### src/rtl/eth_frame_gen.sv
`default_nettype none
// ============================================================================
//  Module      : eth_frame_gen
//  Description : Ethernet test-frame generator. Emits a header handshake and
//                then a payload stream (incrementing, constant or PRBS8
//                pattern) for a configurable number of frames, with a
//                configurable idle gap between frames.
//                Optional feature macro: ETH_FRAME_GEN_SEQ_EN. When defined,
//                payload bytes 0-3 carry the frame sequence number.
//  Revision    : 1.0 - initial release
// ============================================================================
module eth_frame_gen #(
    parameter int          DATA_WIDTH = 8,
    parameter int          KEEP_WIDTH = DATA_WIDTH / 8,
    parameter logic [47:0] LOCAL_MAC  = 48'h02_00_00_00_00_00,
    parameter logic [47:0] DST_MAC    = 48'hFF_FF_FF_FF_FF_FF,
    parameter logic [15:0] ETH_TYPE   = 16'h88B5
) (
    input  logic                  clk,
    input  logic                  rst_n,
    input  logic                  start,
    input  logic                  stop,
    input  logic [15:0]           cfg_length,
    input  logic [15:0]           cfg_count,
    input  logic [15:0]           cfg_gap,
    input  logic [1:0]            cfg_mode,
    input  logic [7:0]            cfg_fill,
    output logic                  m_eth_hdr_valid,
    input  logic                  m_eth_hdr_ready,
    output logic [47:0]           m_eth_dest_mac,
    output logic [47:0]           m_eth_src_mac,
    output logic [15:0]           m_eth_type,
    output logic [DATA_WIDTH-1:0] m_eth_payload_axis_tdata,
    output logic [KEEP_WIDTH-1:0] m_eth_payload_axis_tkeep,
    output logic                  m_eth_payload_axis_tvalid,
    input  logic                  m_eth_payload_axis_tready,
    output logic                  m_eth_payload_axis_tlast,
    output logic                  m_eth_payload_axis_tuser,
    output logic                  busy,
    output logic [31:0]           frames_sent
);

    typedef enum logic [1:0] {
        ST_IDLE    = 2'd0,
        ST_HDR     = 2'd1,
        ST_PAYLOAD = 2'd2,
        ST_GAP     = 2'd3
    } state_t;

    localparam logic [7:0] c_lfsr_seed = 8'hFF;

    state_t r_state;
    state_t w_state_next;

    // Run configuration captured at start
    logic [15:0] r_len;
    logic [15:0] r_count;
    logic [15:0] r_gap;
    logic [1:0]  r_mode;
    logic [7:0]  r_fill;

    // Run progress
    logic [15:0] r_byte_idx;      // frame byte index of the current beat's byte 0
    logic [15:0] r_run_frames;    // frames completed in this run
    logic [15:0] r_gap_cnt;
    logic        r_stop_seen;
    logic [7:0]  r_lfsr;          // LFSR state for the current beat's byte 0
    logic [31:0] r_frames_sent;

    logic [15:0]           w_remaining;
    logic                  w_last_beat;
    logic                  w_beat_fire;
    logic                  w_run_done;
    logic [DATA_WIDTH-1:0] w_data;
    logic [KEEP_WIDTH-1:0] w_keep;
    logic [7:0]            w_lfsr_walk;
    logic [7:0]            w_lfsr_next;
    logic [7:0]            w_byte;
    logic [7:0]            w_byte_lo;

    // x^8 + x^6 + x^5 + x^4 + 1, shifting towards the MSB
    function automatic logic [7:0] lfsr_step(input logic [7:0] s);
        return {s[6:0], s[7] ^ s[5] ^ s[4] ^ s[3]};
    endfunction

    assign w_remaining = r_len - r_byte_idx;
    assign w_last_beat = (w_remaining <= 16'(KEEP_WIDTH));
    assign w_beat_fire = (r_state == ST_PAYLOAD) && m_eth_payload_axis_tready;
    assign w_run_done  = r_stop_seen || stop ||
                         ((r_count != 16'd0) && ((r_run_frames + 16'd1) == r_count));

    // Build the lanes of the current beat and the LFSR state for the next beat
    always_comb begin
        w_data      = '0;
        w_keep      = '0;
        w_byte      = 8'h00;
        w_byte_lo   = 8'h00;
        w_lfsr_walk = r_lfsr;
        for (int k = 0; k < KEEP_WIDTH; k++) begin
            w_byte_lo = r_byte_idx[7:0] + 8'(k);
            case (r_mode)
                2'd1:    w_byte = r_fill;
                2'd2:    w_byte = w_lfsr_walk;
                default: w_byte = w_byte_lo;
            endcase
`ifdef ETH_FRAME_GEN_SEQ_EN
            // Sequence number overrides the pattern on bytes 0-3, big-endian
            if ((r_byte_idx + 16'(k)) < 16'd4) begin
                case (w_byte_lo[1:0])
                    2'd0:    w_byte = r_frames_sent[31:24];
                    2'd1:    w_byte = r_frames_sent[23:16];
                    2'd2:    w_byte = r_frames_sent[15:8];
                    default: w_byte = r_frames_sent[7:0];
                endcase
            end
`endif
            w_data[8*k +: 8] = w_byte;
            w_keep[k]        = (16'(k) < w_remaining);
            w_lfsr_walk      = lfsr_step(w_lfsr_walk);
        end
        w_lfsr_next = w_lfsr_walk;
    end

    // State register
    always_ff @(posedge clk or negedge rst_n) begin
        if (!rst_n) begin
            r_state <= ST_IDLE;
        end else begin
            r_state <= w_state_next;
        end
    end

    // Next-state logic
    always_comb begin
        w_state_next = r_state;
        case (r_state)
            ST_IDLE: begin
                if (start && (cfg_length != 16'd0)) begin
                    w_state_next = ST_HDR;
                end
            end
            ST_HDR: begin
                // A completed header handshake wins over a simultaneous stop
                if (m_eth_hdr_ready) begin
                    w_state_next = ST_PAYLOAD;
                end else if (stop) begin
                    w_state_next = ST_IDLE;
                end
            end
            ST_PAYLOAD: begin
                if (w_beat_fire && w_last_beat) begin
                    if (w_run_done) begin
                        w_state_next = ST_IDLE;
                    end else if (r_gap == 16'd0) begin
                        w_state_next = ST_HDR;
                    end else begin
                        w_state_next = ST_GAP;
                    end
                end
            end
            ST_GAP: begin
                if (stop) begin
                    w_state_next = ST_IDLE;
                end else if (r_gap_cnt <= 16'd1) begin
                    w_state_next = ST_HDR;
                end
            end
            default: w_state_next = ST_IDLE;
        endcase
    end

    // Configuration capture, beat/frame progress and the pattern generator
    always_ff @(posedge clk or negedge rst_n) begin
        if (!rst_n) begin
            r_len         <= 16'd0;
            r_count       <= 16'd0;
            r_gap         <= 16'd0;
            r_mode        <= 2'd0;
            r_fill        <= 8'h00;
            r_byte_idx    <= 16'd0;
            r_run_frames  <= 16'd0;
            r_gap_cnt     <= 16'd0;
            r_stop_seen   <= 1'b0;
            r_lfsr        <= c_lfsr_seed;
            r_frames_sent <= 32'd0;
        end else begin
            case (r_state)
                ST_IDLE: begin
                    if (start) begin
                        r_len        <= cfg_length;
                        r_count      <= cfg_count;
                        r_gap        <= cfg_gap;
                        r_mode       <= cfg_mode;
                        r_fill       <= cfg_fill;
                        r_byte_idx   <= 16'd0;
                        r_run_frames <= 16'd0;
                        r_stop_seen  <= 1'b0;
                        r_lfsr       <= c_lfsr_seed;
                    end
                end
                ST_HDR: begin
                    if (stop) begin
                        r_stop_seen <= 1'b1;
                    end
                end
                ST_PAYLOAD: begin
                    if (stop) begin
                        r_stop_seen <= 1'b1;
                    end
                    if (w_beat_fire) begin
                        if (w_last_beat) begin
                            r_byte_idx    <= 16'd0;
                            r_lfsr        <= c_lfsr_seed;
                            r_frames_sent <= r_frames_sent + 32'd1;
                            r_run_frames  <= r_run_frames + 16'd1;
                            r_gap_cnt     <= r_gap;
                        end else begin
                            r_byte_idx <= r_byte_idx + 16'(KEEP_WIDTH);
                            r_lfsr     <= w_lfsr_next;
                        end
                    end
                end
                ST_GAP: begin
                    r_gap_cnt <= r_gap_cnt - 16'd1;
                end
                default: ;
            endcase
        end
    end

    assign busy                      = (r_state != ST_IDLE);
    assign frames_sent               = r_frames_sent;
    assign m_eth_hdr_valid           = (r_state == ST_HDR);
    assign m_eth_dest_mac            = DST_MAC;
    assign m_eth_src_mac             = LOCAL_MAC;
    assign m_eth_type                = ETH_TYPE;
    assign m_eth_payload_axis_tvalid = (r_state == ST_PAYLOAD);
    assign m_eth_payload_axis_tdata  = m_eth_payload_axis_tvalid ? w_data : '0;
    assign m_eth_payload_axis_tkeep  = m_eth_payload_axis_tvalid ? w_keep : '0;
    assign m_eth_payload_axis_tlast  = m_eth_payload_axis_tvalid && w_last_beat;
    assign m_eth_payload_axis_tuser  = 1'b0;

endmodule
`default_nettype wire

### config.mk
export PLATFORM = sky130hd
export DESIGN_NAME = eth_frame_gen
export DESIGN_NICKNAME = d
export VERILOG_FILES = /design/src/rtl/eth_frame_gen.sv
export SDC_FILE = /design/constraint.sdc
export NUM_CORES = 1
export LEC_CHECK = 0
export ABC_CLOCK_PERIOD_IN_PS = 7600
export CAP_MARGIN = 5
export CORE_ASPECT_RATIO = 0.75
export CORE_MARGIN = 5
export CORE_UTILIZATION = 50
export CTS_CLUSTER_SIZE = 28
export DETAILED_ROUTE_END_ITERATION = 10
export PLACE_DENSITY = 0.88
export SETUP_SLACK_MARGIN = 0.5
export SLEW_MARGIN = 20
export SYNTH_ARGS = -nofsm -noshare
export SYNTH_HDL_FRONTEND = slang
export SYNTH_SLANG_ARGS = --single-unit
### constraint.sdc
create_clock -name clk -period 7.6 [get_ports clk]
set_input_delay 1.14 -clock clk [delete_from_list [all_inputs] [get_ports clk]]
set_output_delay 1.14 -clock clk [all_outputs]
set_load 0.01 [all_outputs]
; ---- Word-level counts from Yosys, hierarchy flattened
; Cells that the tools add are included.
[word_totals]
wordCells = 89
in_bits = 64
register_bits = 149
[classes]
n_reduce_logical = 23
n_addsub = 5
order_cmp = 3
n_mux = 29
n_bitwise = 3
n_eq_ne = 14
[op_table]
columns = op, count
row1 = two-way mux 16 bit, 7
row2 = case mux 16 bit (2 select lines), 3
row3 = "adder 16 x 1 -> 16 bit, second input constant", 2
row4 = "adder 32 x 1 -> 32 bit, second input constant", 1
row5 = "<= comparator 16 x 1 -> 1 bit, second input constant", 2
row6 = two-way mux 8 bit, 4
row7 = case mux 8 bit (2 select lines), 2
row8 = nonzero test 16 bit, 2
row9 = == test 16 bit, 1
row10 = logical NOT 16 bit, 1
row11 = "less-than comparator 1 x 16 -> 1 bit, first input constant", 1
row12 = two-way mux 2 bit, 8
row13 = "subtractor 16 x 1 -> 16 bit, second input constant", 1
row14 = subtractor 16 bit, 1
row15 = AND reduction 3 bit, 4
row16 = "!= test 2 x 1 -> 1 bit, second input constant", 4
row17 = case mux 2 bit (4 select lines), 1
row18 = AND reduction 4 bit, 2
row19 = nonzero test 2 bit, 4
row20 = "== test 2 bit, second input constant", 3
row21 = logical AND 1 bit, 5
row22 = "== test 2 x 1 -> 1 bit, second input constant", 2
row23 = "!= test 2 bit, second input constant", 2
row24 = two-way mux 1 bit, 3
row25 = other kinds (8), 11

; ---- Logic depth before layout (Yosys ltp)
; Gate-level depths: netlist (run 1).
[depth]
depth_word = 7
mapped_depth = 14

; ---- Worst setup path after synthesis (run 1)
; No wires, ideal clock.
[synth_path]
path_kind = reg2out
start = reg r_byte_idx[0]
end = out m_eth_payload_axis_tkeep
n_path_buf = 1
arrival_time_ns = 2.827
path_stages_with_launch = 12
slack_ns = 3.633
path_cell_list = dfrtp_1 -> ha_1 -> fa_1 -> nor2b_4 -> o31a_4 -> o21ai_2 -> or3_1 -> mux2i_1 -> or4b_1 -> buf_6 -> nor2_1 -> a21oi_1
[synth_via]
elab_chain_len = 3
[synth_lines]
columns = element, line
row1 = from (decl), 63  ; logic [15:0] r_byte_idx;
row2 = from (signal assigned), 218  ; r_byte_idx <= r_byte_idx + 16'(KEEP_WIDTH);
row3 = subtractor 16 bit, 86  ; assign w_remaining = r_len - r_byte_idx;
row4 = less-than comparator 1 x 16 -> 1 bit, 118  ; w_keep[k] = (16'(k) < w_remaining);
row5 = two-way mux 1 bit, 239  ; assign m_eth_payload_axis_tkeep = m_eth_payload_axis_tvalid ? w_keep : '0;
row6 = to (decl), 34  ; output logic [KEEP_WIDTH-1:0] m_eth_payload_axis_tkeep,
; No other way between the ends.

; ---- Final worst setup path (run 1)
; Ends and elaborated chain as after synthesis.

==> results of run 1 <==
[metrics by stage]
stage	hold WS (ps)	power [mW]	util, %
after floorplan	477	2.33	-
after global placement	461	2.65	55.3
after CTS	484	3.63	58.8
final	482	3.63	58.8
after global routing	511	3.86	58.8
after detailed placement	471	2.69	55.3
[critical path, cell delays in order (launching register included)]
cell	delay, ps
sky130_fd_sc_hd__dfrtp_1	450
sky130_fd_sc_hd__ha_1	260
sky130_fd_sc_hd__fa_1	430
sky130_fd_sc_hd__nor2b_4	160
sky130_fd_sc_hd__o31a_4	170
sky130_fd_sc_hd__a22o_1	170
sky130_fd_sc_hd__nor3b_1	200
sky130_fd_sc_hd__nor4b_1	240
sky130_fd_sc_hd__or4b_1	710
sky130_fd_sc_hd__nor2_1	310
sky130_fd_sc_hd__a21oi_1	170
sky130_fd_sc_hd__clkdlybuf4s50_1	520
[power breakdown]
group | total, mW | internal (mW) | switching [mW]
clock network | 0.915 | 0.564 | 0.351
registers | 1.23 | 1.02 | 0.210
logic | 1.49 | 0.651 | 0.841
total | 3.63 | 2.23 | 1.40
[cells by family (layout without fill, tap and decap cells)]
logic type,Yosys count,after routing,synth area share [%]
and+or+nand+nor,286,286,15.7
muxes,67,67,7.95
adders and majority gates,28,28,3.80
buffers and inverters,197,184,12.6
AOI/OAI and AO/OA,187,187,13.4
other,2,113,0.0797
DFF,149,149,39.7
xor gates and xnor gates,73,73,6.78
[layout by cell type (no fill, tap or decap), types with 5 or more instances in the layout]
cell type,count
sky130_fd_sc_hd__o21a_1,5
sky130_fd_sc_hd__o22ai_1,7
sky130_fd_sc_hd__clkdlybuf4s50_1,107
sky130_fd_sc_hd__a221oi_1,7
sky130_fd_sc_hd__and3_1,23
sky130_fd_sc_hd__or3_1,11
sky130_fd_sc_hd__dfstp_2,8
sky130_fd_sc_hd__ha_1,27
sky130_fd_sc_hd__a31oi_1,6
sky130_fd_sc_hd__xor2_1,11
sky130_fd_sc_hd__conb_1,113
sky130_fd_sc_hd__dfrtp_1,141
sky130_fd_sc_hd__and2_1,6
sky130_fd_sc_hd__nor3_1,16
sky130_fd_sc_hd__inv_1,37
sky130_fd_sc_hd__mux2_2,63
sky130_fd_sc_hd__o211ai_1,10
sky130_fd_sc_hd__a211oi_1,8
sky130_fd_sc_hd__buf_4,7
sky130_fd_sc_hd__a21oi_1,58
sky130_fd_sc_hd__o21ai_0,28
sky130_fd_sc_hd__clkbuf_16,17
sky130_fd_sc_hd__a221o_1,6
sky130_fd_sc_hd__o31ai_1,5
sky130_fd_sc_hd__xnor2_1,62
sky130_fd_sc_hd__nand4_1,32
sky130_fd_sc_hd__nand3_1,28
sky130_fd_sc_hd__nor2_1,60
sky130_fd_sc_hd__nand3b_1,6
sky130_fd_sc_hd__inv_6,5
sky130_fd_sc_hd__nor4_1,15
sky130_fd_sc_hd__nand2_1,63
sky130_fd_sc_hd__a22o_1,9
[layer usage]
layer / up-vias / GRT usage, % / share of wire, %
li1: 3479 / - / -
met1: 3648 / 29.7 / 45
met2: 329 / 31.0 / 46
met3: 23 / 4.82 / 8.0
met4: 0 / 4.10 / 0.78
met5: - / 0 / 0
[final timing paths]
path | slack (ps) | to | depth (start not counted)
max | 2230 | m_eth_payload_axis_tkeep | 11
min | 480 | frames_sent[31] | 1
max reg2reg | 3050 | r_run_frames[0] | 11
min reg2reg | 480 | frames_sent[31] | 1
max in group asynchronous | 5570 | r_len[14] | 2
min in group asynchronous | 760 | r_gap[11] | 1
[sequential cells by signal, summed over array words and instances (netlist names), 8 cells and up]
| register | cells |
|---|---|
| r_run_frames | 16 |
| r_count | 16 |
| r_gap | 16 |
| r_fill | 8 |
| frames_sent | 32 |
| r_lfsr | 8 |
| r_gap_cnt | 16 |
| r_len | 16 |
| r_byte_idx | 16 |
[area by class of cell]
class / instances / area (um2) / area share (%)
Multi-Input combinational cell: 754 / 4920 / 45.2
Sequential cell: 149 / 3740 / 34.4
Timing Repair Buffer: 115 / 1130 / 10.4
Clock buffer: 19 / 443 / 4.07
Tap cell: 247 / 309 / 2.84
Clock inverter: 13 / 194 / 1.78
Inverter: 37 / 139 / 1.28
==> results.sh, run 1 <==
export IMPL_cts_buffer_depth=2
export IMPL_cts_root_buf="sky130_fd_sc_hd__clkbuf_16"
export IMPL_die_area_um2=21700
export IMPL_post_cts_setup_buffer_count=0
export IMPL_ys_types=73
export IMPL_cts_buffers=17
export IMPL_post_synth_top_area_cell="sky130_fd_sc_hd__dfrtp_1"
export IMPL_ant_nets=0
export IMPL_first_global_vias=6894
export IMPL_antenna_found_initial=0
export IMPL_drc_violations_left=0
export IMPL_worstHoldStart="frames_sent[31]"
export IMPL_detail_route_first_pass_iterations=6
export IMPL_postLayoutSetupSlackWorst_ps=2230
export IMPL_layout_filler_cells=1546
export IMPL_grt_max_degree=91
export IMPL_worst_path_max_fanout=11
export IMPL_synth_seq_area_share_pct=39.7
export IMPL_avg_inst_size_synth_um2=9.53
export IMPL_clock_skews_ps=9.18
export IMPL_grt_usage_pct=20.3
export IMPL_buffer_ports_inserted=108
export IMPL_mappedNetlistArea_um2=9430
export IMPL_finalSetupViolations=0
export IMPL_instance_count_of_the_mapped_netlist=989
export IMPL_place_ws_ps=2770
export IMPL_synth_top_area_share_pct=37.4
export IMPL_detailedPlacementHpwl_um=16500
export IMPL_max_cap_violations=0
export IMPL_rows=43
export IMPL_yosysWarningCount=0
export IMPL_cp_end_kind="output port"
export IMPL_top_count_cell_post_synth="sky130_fd_sc_hd__dfrtp_1"
export IMPL_maxClockFrequency_ghz=0.186
export IMPL_core_um2=18500
export IMPL_dpl_cell_area_um2=10200
export IMPL_avgRoutedWirePerCell_um=17.0
export IMPL_drt_iter0_drc=720
export IMPL_area_growth_pct=15.4
export IMPL_ioPinCount=222
export IMPL_place_detailed_instances=1302
export IMPL_route_detailed_vias_per_inst=5.61
export IMPL_final_area_um2=10900
export IMPL_cts_htree_levels=4
export IMPL_worst_max_slew_pin_slew_ps=998
export IMPL_totalWireLength_um=22700
export IMPL_grt_overflow_total=0
export IMPL_worstSkewPairLatency_ps=430
export IMPL_report_final_slew_viol_count=0
export IMPL_power_per_cell_area_nw_per_um2=334
export IMPL_dieHeight_um=129
export IMPL_worst_setup_path_start_kind="flip-flop"
export IMPL_cts_resized_gates=0
export IMPL_num_vias=7479
export IMPL_most_instantiated_flip_flop_cell_in_the_synthesis_netlist="sky130_fd_sc_hd__dfrtp_1"
export IMPL_tritoncts="built"
export IMPL_critical_path_class="flip-flop to output port"
export IMPL_worstPathRequired_ps=6460
export IMPL_hold_violations=0
export IMPL_setup_tns_ps=0
export IMPL_clk_pin_slew_ps=60
export IMPL_post_route_cells_drive_above_1_share_pct=11.7
export IMPL_crit_arrival_ps=4230
export IMPL_cts_hold_fix_buffers=0
export IMPL_unrepaired_setup_endpoints_after_global_routing="no"
export IMPL_synth_edff_count=0
export IMPL_power_ir_vdd_worst_mv=0.219
export IMPL_post_route_period_util_pct=70.6
export IMPL_r2r_start="r_byte_idx[0]"
export IMPL_grt_first_pass_wirelength_um=35900
export IMPL_number_of_register_bits_inferred_by_synthesis=149
export IMPL_power_static_leakage_nw=4.51
export IMPL_post_route_min_period_ps=5370
export IMPL_clock_sink_count=149
export IMPL_place_gp_congestion=0.924
export IMPL_status="completed"
export IMPL_setup_worst_path_start="r_byte_idx[0]"
export IMPL_synth_top_cells_by_count="sky130_fd_sc_hd__dfrtp_1 (141), sky130_fd_sc_hd__buf_4 (114), sky130_fd_sc_hd__nand2_1 (64)"
export IMPL_floorplan_initialDensity_pct=50.9
export IMPL_timing_max_slew_rel_slack_pct=33.1
export IMPL_hold_path_class="flip-flop to flip-flop"
export IMPL_finish_cell_count_without_fillers=1334
export IMPL_insertedDiodeCount=0
export IMPL_die_x_um=169
export IMPL_postSynth_asyncResetShare_pct=100
export IMPL_synth_area_top_cells="sky130_fd_sc_hd__dfrtp_1 (37%), sky130_fd_sc_hd__buf_4 (9.1%), sky130_fd_sc_hd__mux2_2 (7.5%)"
export IMPL_nets=1166
No activity file was read; power rests on OpenSTA's default activity.
==> inputs of run 2 (changes only) <==
- ABC_CLOCK_PERIOD_IN_PS: 7600 -> 5500
- clock period: 7.6 -> 5.5 ns (I/O delays scaled with it)
==> run 2 against run 1 <==
Net effect:
- first-iteration DRC count is 2.1% higher
- register-to-register slack worse by 1700 ps
- routed wire length is 0.52% higher
- clock power is 19% higher
- sequential power is 38% higher
- sequential share of layout area is 0.15 points higher
- sequential cell count stayed put
- power is 35% higher
- via count is 0.45% higher
- critical path depth stayed put
- cell count is 0.37% higher
- largest power group unchanged
==> results.sh, run 2 (synthesis results as in run 1) <==
export IMPL_clock_sink_count=149
export IMPL_post_route_cells_drive_above_1_share_pct=12.3
export IMPL_core_um2=18500
export IMPL_status="completed"
export IMPL_grt_overflow_total=0
export IMPL_nets=1171
export IMPL_finish_cell_count_without_fillers=1339
export IMPL_maxClockFrequency_ghz=0.207
export IMPL_drt_iter0_drc=735
export IMPL_hold_violations=0
export IMPL_grt_max_degree=117
export IMPL_cts_root_buf="sky130_fd_sc_hd__clkbuf_16"
export IMPL_layout_filler_cells=1602
export IMPL_drc_violations_left=0
export IMPL_clk_pin_slew_ps=70
export IMPL_unrepaired_setup_endpoints_after_global_routing="no"
export IMPL_crit_arrival_ps=4010
export IMPL_buffer_ports_inserted=108
export IMPL_worst_max_slew_pin_slew_ps=1000
export IMPL_mostFrequentLayoutCells="sky130_fd_sc_hd__dfrtp_1 (141), sky130_fd_sc_hd__conb_1 (113), sky130_fd_sc_hd__clkdlybuf4s50_1 (107)"
export IMPL_cts_hold_fix_buffers=0
export IMPL_first_global_vias=6945
export IMPL_timing_max_slew_rel_slack_pct=32.9
export IMPL_tritoncts="built"
export IMPL_worst_setup_path_start_kind="flip-flop"
export IMPL_rows=43
export IMPL_insertedDiodeCount=0
export IMPL_hold_path_class="flip-flop to flip-flop"
export IMPL_route_detailed_vias_per_inst=5.61
export IMPL_totalWireLength_um=22800
export IMPL_finalSetupViolations=0
export IMPL_cts_buffer_depth=2
export IMPL_hold_worst_slack_ps=481
export IMPL_grt_first_pass_wirelength_um=36300
export IMPL_cts_buffers=17
export IMPL_cts_htree_levels=4
export IMPL_power_per_cell_area_nw_per_um2=452
export IMPL_clock_skews_ps=15.9
export IMPL_place_gp_congestion=0.928
export IMPL_largest_reg_flops=32
export IMPL_post_route_period_util_pct=88.0
export IMPL_cp_end_kind="output port"
export IMPL_area_sequential_um2=3740
export IMPL_worstPathRequired_ps=4680
export IMPL_num_vias=7513
export IMPL_layout_cells_most_common="sky130_fd_sc_hd__dfrtp_1"
export IMPL_max_cap_violations=0
export IMPL_power_static_leakage_nw=4.49
export IMPL_worstSkewPairLatency_ps=430
export IMPL_die_area_um2=21700
export IMPL_post_route_min_period_ps=4840
export IMPL_place_detailed_instances=1302
export IMPL_setup_tns_ps=0
export IMPL_grt_usage_pct=20.5
export IMPL_critical_path_class="flip-flop to output port"
export IMPL_detail_route_first_pass_iterations=5
export IMPL_floorplan_initialDensity_pct=50.9
export IMPL_power_ir_vdd_worst_mv=0.317
export IMPL_detailedPlacementHpwl_um=16800
export IMPL_ioPinCount=222
export IMPL_area_growth_pct=14.9
export IMPL_die_x_um=169
export IMPL_antenna_found_initial=1
export IMPL_avgRoutedWirePerCell_um=17.0
export IMPL_totalPowerFinal_mw=4.89
export IMPL_report_final_slew_viol_count=0
export IMPL_worst_path_max_fanout=5
export IMPL_dieHeight_um=129
export IMPL_multi_input_comb_area_um2=4930
export IMPL_ant_nets=0
run 2: power breakdown:
part | internal, mW | total, mW | switching, mW | leakage [nW]
Sequential | 1.40 | 1.70 | 0.294 | 1.88
Clock | 0.588 | 1.09 | 0.499 | 0.264
Combinational | 0.929 | 2.11 | 1.18 | 2.34
run 2: worst max-delay path: stages, from the launching register on:
cell,delay [ps]
sky130_fd_sc_hd__dfrtp_1,450
sky130_fd_sc_hd__inv_1,130
sky130_fd_sc_hd__ha_1,300
sky130_fd_sc_hd__nor2b_1,160
sky130_fd_sc_hd__o211ai_1,340
sky130_fd_sc_hd__o221ai_1,190
sky130_fd_sc_hd__o21ai_0,180
sky130_fd_sc_hd__nand2_1,90
sky130_fd_sc_hd__nor4b_1,310
sky130_fd_sc_hd__or4b_2,610
sky130_fd_sc_hd__nor3_1,240
sky130_fd_sc_hd__clkdlybuf4s50_1,590
run 2: cell type report:
| type | instances | area share [%] |
|---|---|---|
| sequential | 149 | 34.5 |
| clock inverter | 14 | 1.06 |
| inverter | 37 | 1.28 |
| timing repair buffer | 120 | 10.8 |
| multi-input combinational | 754 | 45.5 |
| clock buffer | 18 | 3.96 |
| tap | 247 | 2.85 |
run 2: routing by layer:
metal,vias up,part of all wire [%],global-route usage (%)
li1,3486,-,-
met1,3674,45,29.6
met2,331,45,31.2
met3,20,8.5,5.34
met4,2,1.0,4.72
met5,-,0.057,0
run 2: worst paths after layout:
| kind | from | end | slack, ps | cells past startpoint |
|---|---|---|---|---|
| min in group asynchronous | rst_n | r_gap[11] | 510 | 1 |
| min reg2reg | frames_sent[31] | frames_sent[31] | 480 | 1 |
| max | r_byte_idx[1] | m_eth_payload_axis_tlast | 660 | 11 |
| max reg2reg | r_byte_idx[0] | frames_sent[31] | 1360 | 12 |
| min | frames_sent[31] | frames_sent[31] | 480 | 1 |
| max in group asynchronous | rst_n | r_lfsr[7] | 3980 | 2 |
run 2: stage by stage:
step	area [um2]	worst slack [ps]	util, %
after floorplan	9840	1850	-
after global placement	10200	1070	55.3
after detailed placement	10200	910	55.3
after CTS	10800	590	58.3
after global routing	10800	509	58.5
final	10800	661	58.5
run 2: repair_timing:
item / in CTS / in global routing
buffers inserted: 0 / 5
pin swaps: 0 / 1
setup endpoints to repair: 1 / 2
gates resized for setup: 1 / 1
